[config.mk]
export PLATFORM = sky130hd
export DESIGN_NAME = jk_register_counter
export DESIGN_NICKNAME = d
export VERILOG_FILES = /design/src/rtl/jk_register_counter.sv
export SDC_FILE = /design/constraint.sdc
export NUM_CORES = 1
export LEC_CHECK = 0
export ABC_AREA = 1
export BUFFER_PORTS_ARGS = -buffer_cell sky130_fd_sc_hd__clkbuf_2
export CORE_MARGIN = 8
export CORE_UTILIZATION = 45
export CTS_BUF_LIST = sky130_fd_sc_hd__clkbuf_4 sky130_fd_sc_hd__clkbuf_8
export DETAILED_ROUTE_END_ITERATION = 8
export GPL_TIMING_DRIVEN = 1
export MAX_ROUTING_LAYER = met4
export PLACE_DENSITY = 0.75
export SLEW_MARGIN = 25
export SYNTH_ARGS = -nofsm -noshare
export SYNTH_HDL_FRONTEND = slang
export SYNTH_SLANG_ARGS = --single-unit
[constraint.sdc]
create_clock -name CLK -period 1.67 [get_ports CLK]
set_clock_uncertainty 0.15 [all_clocks]
set_input_delay 0.2505 -clock CLK [delete_from_list [all_inputs] [get_ports CLK]]
set_output_delay 0.2505 -clock CLK [all_outputs]
set_load 0.05 [all_outputs]
[src/rtl/jk_register_counter.sv]
// WIDTH-bit JK register bank that doubles as a synchronous up/down counter,
// with parallel load, enable, terminal count and a registered change pulse.
// Optional build macro: JKREG_SATURATE_EN (counters hold at their end value instead of wrapping).
module jk_register_counter #(
  parameter int          WIDTH       = 4,
  parameter int unsigned RESET_VALUE = 0
) (
  input  logic             CLK,
  input  logic             RESET,
  input  logic             EN,
  input  logic             LOAD,
  input  logic [1:0]       MODE,
  input  logic [WIDTH-1:0] D,
  input  logic [WIDTH-1:0] J,
  input  logic [WIDTH-1:0] K,
  output logic [WIDTH-1:0] Q,
  output logic             TC,
  output logic             CHG
);

  localparam logic [1:0] MODE_JK   = 2'b00;
  localparam logic [1:0] MODE_UP   = 2'b01;
  localparam logic [1:0] MODE_DOWN = 2'b10;
  localparam logic [1:0] MODE_HOLD = 2'b11;

  localparam logic [WIDTH-1:0] RESET_Q = RESET_VALUE[WIDTH-1:0];

  logic [WIDTH-1:0] q;
  logic             chg;
  logic [WIDTH-1:0] q_next;
  logic             tc;

  // Counting reuses the JK toggle path: bit i toggles when every lower bit is 1.
  function automatic logic [WIDTH-1:0] up_toggles(input logic [WIDTH-1:0] cur);
    logic [WIDTH-1:0] t;
    t[0] = 1'b1;
    for (int i = 1; i < WIDTH; i++) begin
      t[i] = t[i-1] & cur[i-1];
    end
    return t;
  endfunction

  // Down counting toggles bit i when every lower bit is 0.
  function automatic logic [WIDTH-1:0] down_toggles(input logic [WIDTH-1:0] cur);
    logic [WIDTH-1:0] t;
    t[0] = 1'b1;
    for (int i = 1; i < WIDTH; i++) begin
      t[i] = t[i-1] & ~cur[i-1];
    end
    return t;
  endfunction

  // Standard JK characteristic equation, applied bitwise.
  function automatic logic [WIDTH-1:0] jk_next(
    input logic [WIDTH-1:0] cur,
    input logic [WIDTH-1:0] jv,
    input logic [WIDTH-1:0] kv
  );
    return (jv & ~cur) | (~kv & cur);
  endfunction

  // Next-state selection: LOAD beats EN, EN beats MODE.
  always_comb begin
    q_next = q;
    if (LOAD) begin
      q_next = D;
    end else if (!EN) begin
      q_next = q;
    end else begin
      case (MODE)
        MODE_JK: q_next = jk_next(q, J, K);
        MODE_UP: begin
`ifdef JKREG_SATURATE_EN
          if (&q) begin
            q_next = q;
          end else begin
            q_next = q ^ up_toggles(q);
          end
`else
          q_next = q ^ up_toggles(q);
`endif
        end
        MODE_DOWN: begin
`ifdef JKREG_SATURATE_EN
          if (~|q) begin
            q_next = q;
          end else begin
            q_next = q ^ down_toggles(q);
          end
`else
          q_next = q ^ down_toggles(q);
`endif
        end
        MODE_HOLD: q_next = q;
        default:   q_next = q;
      endcase
    end
  end

  // State and change-pulse registers; reset acts immediately.
  always_ff @(posedge CLK or posedge RESET) begin
    if (RESET) begin
      q   <= RESET_Q;
      chg <= 1'b0;
    end else begin
      q   <= q_next;
      chg <= (q_next != q);
    end
  end

  // Terminal count looks only at Q and MODE, never at EN.
  always_comb begin
    tc = 1'b0;
    case (MODE)
      MODE_UP:   tc = &q;
      MODE_DOWN: tc = ~|q;
      MODE_JK:   tc = 1'b0;
      MODE_HOLD: tc = 1'b0;
      default:   tc = 1'b0;
    endcase
  end

  assign Q   = q;
  assign TC  = tc;
  assign CHG = chg;

endmodule

==> results by stage <==
Placed design:
- The congestion estimate from routability-driven global placement came to 0.8293.
- Input and output buffers added on the ports amount to 23.
- The post-placement cell count is 148.
- The area after detailed placement is 829.5 sq um.
- The HPWL reported at the end of detailed placement is 1390 microns.

Floorplanning:
- The I/O pin total is 24.
- In this run the horizontal extent of the chip is 52.34 microns.
- The vertical die dimension is 52.34 microns.
- The placeable core region is 0.001269 sq mm.
- In this run the core area contains 13 standard-cell rows.
- Once the floorplan was initialized, standard cells occupied 46.84% of the core.
- The floorplan step defined a die boundary enclosing 0.002739 sq mm.

STA:
- For the pin with the worst max-slew slack, the measured transition is 0.3586 ns.
- For the finished layout, the period the worst path requires is 1.836 ns.
- Setup repair after global routing could not meet its margin everywhere.
- Based on the critical path, the design can be clocked at up to 544.8 MHz.
- The final period utilization is 109.9%.
- Final hold analysis gives a worst-case slack of 0.1196 ns.
- The number of hold violations in the final report is 0.
- The headroom to the max-slew limit is 76.09%.
- The number of setup violations in the final report is 2.
- In the post-route analysis, the smallest setup slack over all paths is -0.1656 ns.
- The number of max-slew violations in the final report is 0.

Setup path:
- In this run the worst path has a maximum fanout of 5.
- The endpoint kind of the worst setup timing path is a flop.
- The required time of the critical path is 1.65 ns.
- The worst setup path is of the flop to flop kind.
- The worst setup path is launched from a flop.
- The data arrival time at the worst-slack endpoint is 1.82 ns.
- The worst setup path startpoint is Q[0]$_DFF_PP0_.
- The startpoint identified for the worst register-to-register timing path is Q[0]$_DFF_PP0_.

GRT:
- The total overflow left after global routing is 0.
- The first-pass GRT wire length is 3063 microns.
- The global-route usage over all layers is 14.90%.
- The number of antenna violations at the first check in global routing is 0.
- The number of global-route vias before repair is 744.
- Entering global routing, the biggest net connects 11 pins.

Worst hold path:
- The path class of the tightest hold or removal check is primary input to flop.
- The startpoint identified for the worst hold timing path is D[1].

Drt:
- For this run, the detailed router's first-pass iteration total came to 5.
- The count of nets left with antenna violations after detail routing is 0.
- For this block, the initial DRC count from the detailed router was 28.
- The via count is 856.
- After detailed routing, the average wire length per cell comes to 13.31 microns.
- The total wire length is 2157 microns.
- The ratio of routed vias to standard cells is 5.284.
- The DRC violations left is 0.

Power and ir drop:
- Per report_power, the combinational group accounts for 51.7% of the total.
- The worst ir drop on vdd is 0.0006338 V.
- The register share of total power is 23.7%.
- Power comes to 684.8 uW.
- Summed over all nets, the switching power comes to 294.7 uW.
- Cell internal power was estimated by the tool at 390.1 uW.
- The power per cell area is 682.5 mW/mm^2.
- Net switching is 43.04% of the power.
- The leakage power is 0.5597 nW.
- The share of total power dissipated in the clock network is 24.6%.

CTS:
- The cell chosen for the clock root is clkbuf_4.
- Clock-pin slew was measured on the worst setup and hold paths at 0.05 ns.
- Clock tree synthesis inserted a total of 3 buffers.
- The insertion delay to the later sink of the worst-skew pair is 0.26 ns.
- The maximum clock path buffer count is 2.
- TritonCTS built the clock tree.
- In this run the number of H-tree levels came out at 1.
- The tree built by TritonCTS fans out to 5 sinks.

Yosys:
- The synthesis warning total is 0.
- The synthesized netlist contains 15 unique library cells.
- The post-synthesis instance total is 101.
- Summing every instance area after synthesis gives 594.3 sq um.
- The total nets after synthesis is 123.
- Of the synthesized area, sequential elements account for 21.05%.
- The post-synthesis register bit count is 5.
- The mean instance size in the synthesized netlist is 5.884 sq um.

Run status:
- The final reports fail on negative setup slack.
- The flow ran to the end, but the final reports show violations.

Cells and area:
- In the final design database the tool counted 170 nets.
- 0 antenna diodes ended up in the layout.
- The filler-free cell count of the finished design is 162.
- The finished layout cell area is 0.001003 sq mm.
- The area growth from synthesis to layout is 68.84%.
- The share of final-layout standard cells stronger than drive strength 1 is 45.58%.

Job:
- The number of max-cap violations is 0.
==> placed cells by master, fill, tap and decap left out, types with 2 or more instances in the layout <==
cell,count
buf_6,3
dfrtp_1,2
inv_1,12
nand2_4,2
clkbuf_4,4
nor2_4,2
or2_2,2
dfrtp_2,3
nand2_2,4
o211ai_1,2
buf_4,16
nand3_1,12
nor2_1,3
clkbuf_2,21
ha_1,3
nand2_1,30
nand3_2,2
o21ai_0,5
a21oi_1,10
==> critical path, stage by stage (launching register included) <==
cell and delay [ns]:
dfrtp_2 0.45, buf_6 0.15, nor2_1 0.10, o211ai_1 0.10, nand3_1 0.11, o21ai_0 0.12
nand2_1 0.10, nand2_1 0.06, inv_1 0.06, nand2_1 0.07, nor2_1 0.15, nand3_1 0.11
==> cell families (layout without fill, tap and decap cells) <==
group           Yosys count  in the layout  share of synthesized area (%)
fa+ha+maj                 4              4                          8.421
simple gates             58             58                          42.32
buf+inv                  16             62                          11.79
flops                     5              5                          21.05
compound gates           18             18                          16.42
==> worst paths after layout <==
| path | slack (ns) | end | cells after the start |
|---|---|---|---|
| max | -0.17 | CHG$_DFF_PP0_ | 11 |
| min | 0.12 | Q[1]$_DFF_PP0_ | 3 |
| max reg2reg | -0.17 | CHG$_DFF_PP0_ | 11 |
| min reg2reg | 0.63 | CHG$_DFF_PP0_ | 5 |
| max in group asynchronous | 0.90 | Q[1]$_DFF_PP0_ | 3 |
| min in group asynchronous | 0.27 | CHG$_DFF_PP0_ | 3 |
==> through the flow <==
stage	TNS (ns)	setup WS [ns]	util [%]
6_report	-0.2529	-0.1656	79.09
5_1_grt	-0.6902	-0.3574	79.09
4_1_cts	-0.1152	-0.1049	72.88
3_5_place_dp	-0.4978	-0.1936	65.38
3_3_place_gp	-0.4090	-0.1757	65.38
2_1_floorplan	-0.1523	-0.1056	-
==> power by group through the flow <==
| stage | registers [mW] | logic (mW) | clock network [mW] |
|---|---|---|---|
| 3_3_place_gp | 0.164 | 0.261 | 0 |
| 4_1_cts | 0.157 | 0.303 | 0.173 |
| 6_report | 0.162 | 0.354 | 0.168 |
| 3_5_place_dp | 0.164 | 0.266 | 0 |
| 5_1_grt | 0.164 | 0.385 | 0.183 |
| 2_1_floorplan | 0.201 | 0.142 | 0 |
==> layer usage <==
layer	wire length (microns)	GRT usage [%]	vias up	part of all wire, %
li1	-	-	423	-
met1	894	18.04	384	41
met2	1041	22.13	42	48
met3	167	4.545	7	7.7
met4	53	6.466	0	2.5
met5	0	-	-	0
==> cell usage after synthesis <==
cell	n	area, sq um
nand3_1	15	75.07
nor2_2	1	6.260
o31ai_1	1	7.510
nand2_2	3	18.77
nor2_1	4	15.01
o211ai_1	2	15.01
ha_1	4	50.05
inv_1	14	52.55
clkbuf_8	1	13.76
a21oi_1	10	50.05
inv_2	1	3.750
o21ai_0	5	25.02
or2_2	2	12.51
nand2_1	33	123.9
dfrtp_1	5	125.1
==> flip-flops by register name, indices dropped and copies added (netlist names) <==
name / count
Q: 4
CHG: 1
==> what timing repair did <==
| item | CTS | global route |
|---|---|---|
| hold buffers | 1 | 0 |
| endpoints found under the setup margin | 1 | 4 |
| resized for setup | 4 | 15 |
| buffers inserted | 5 | 4 |
| endpoints found under the hold margin | 5 | 0 |
| pin swaps | 1 | 8 |
==> area by class of cell <==
cell class                      count  area [sq um]
Clock buffer                        4         30.03
Inverter                           15         63.81
Timing Repair Buffer               43         294.0
Fill cell                          87         265.3
Sequential cell                     5         128.9
Tap cell                           15         18.77
Multi-Input combinational cell     80         467.9
Power figures use the tool's default switching activity.
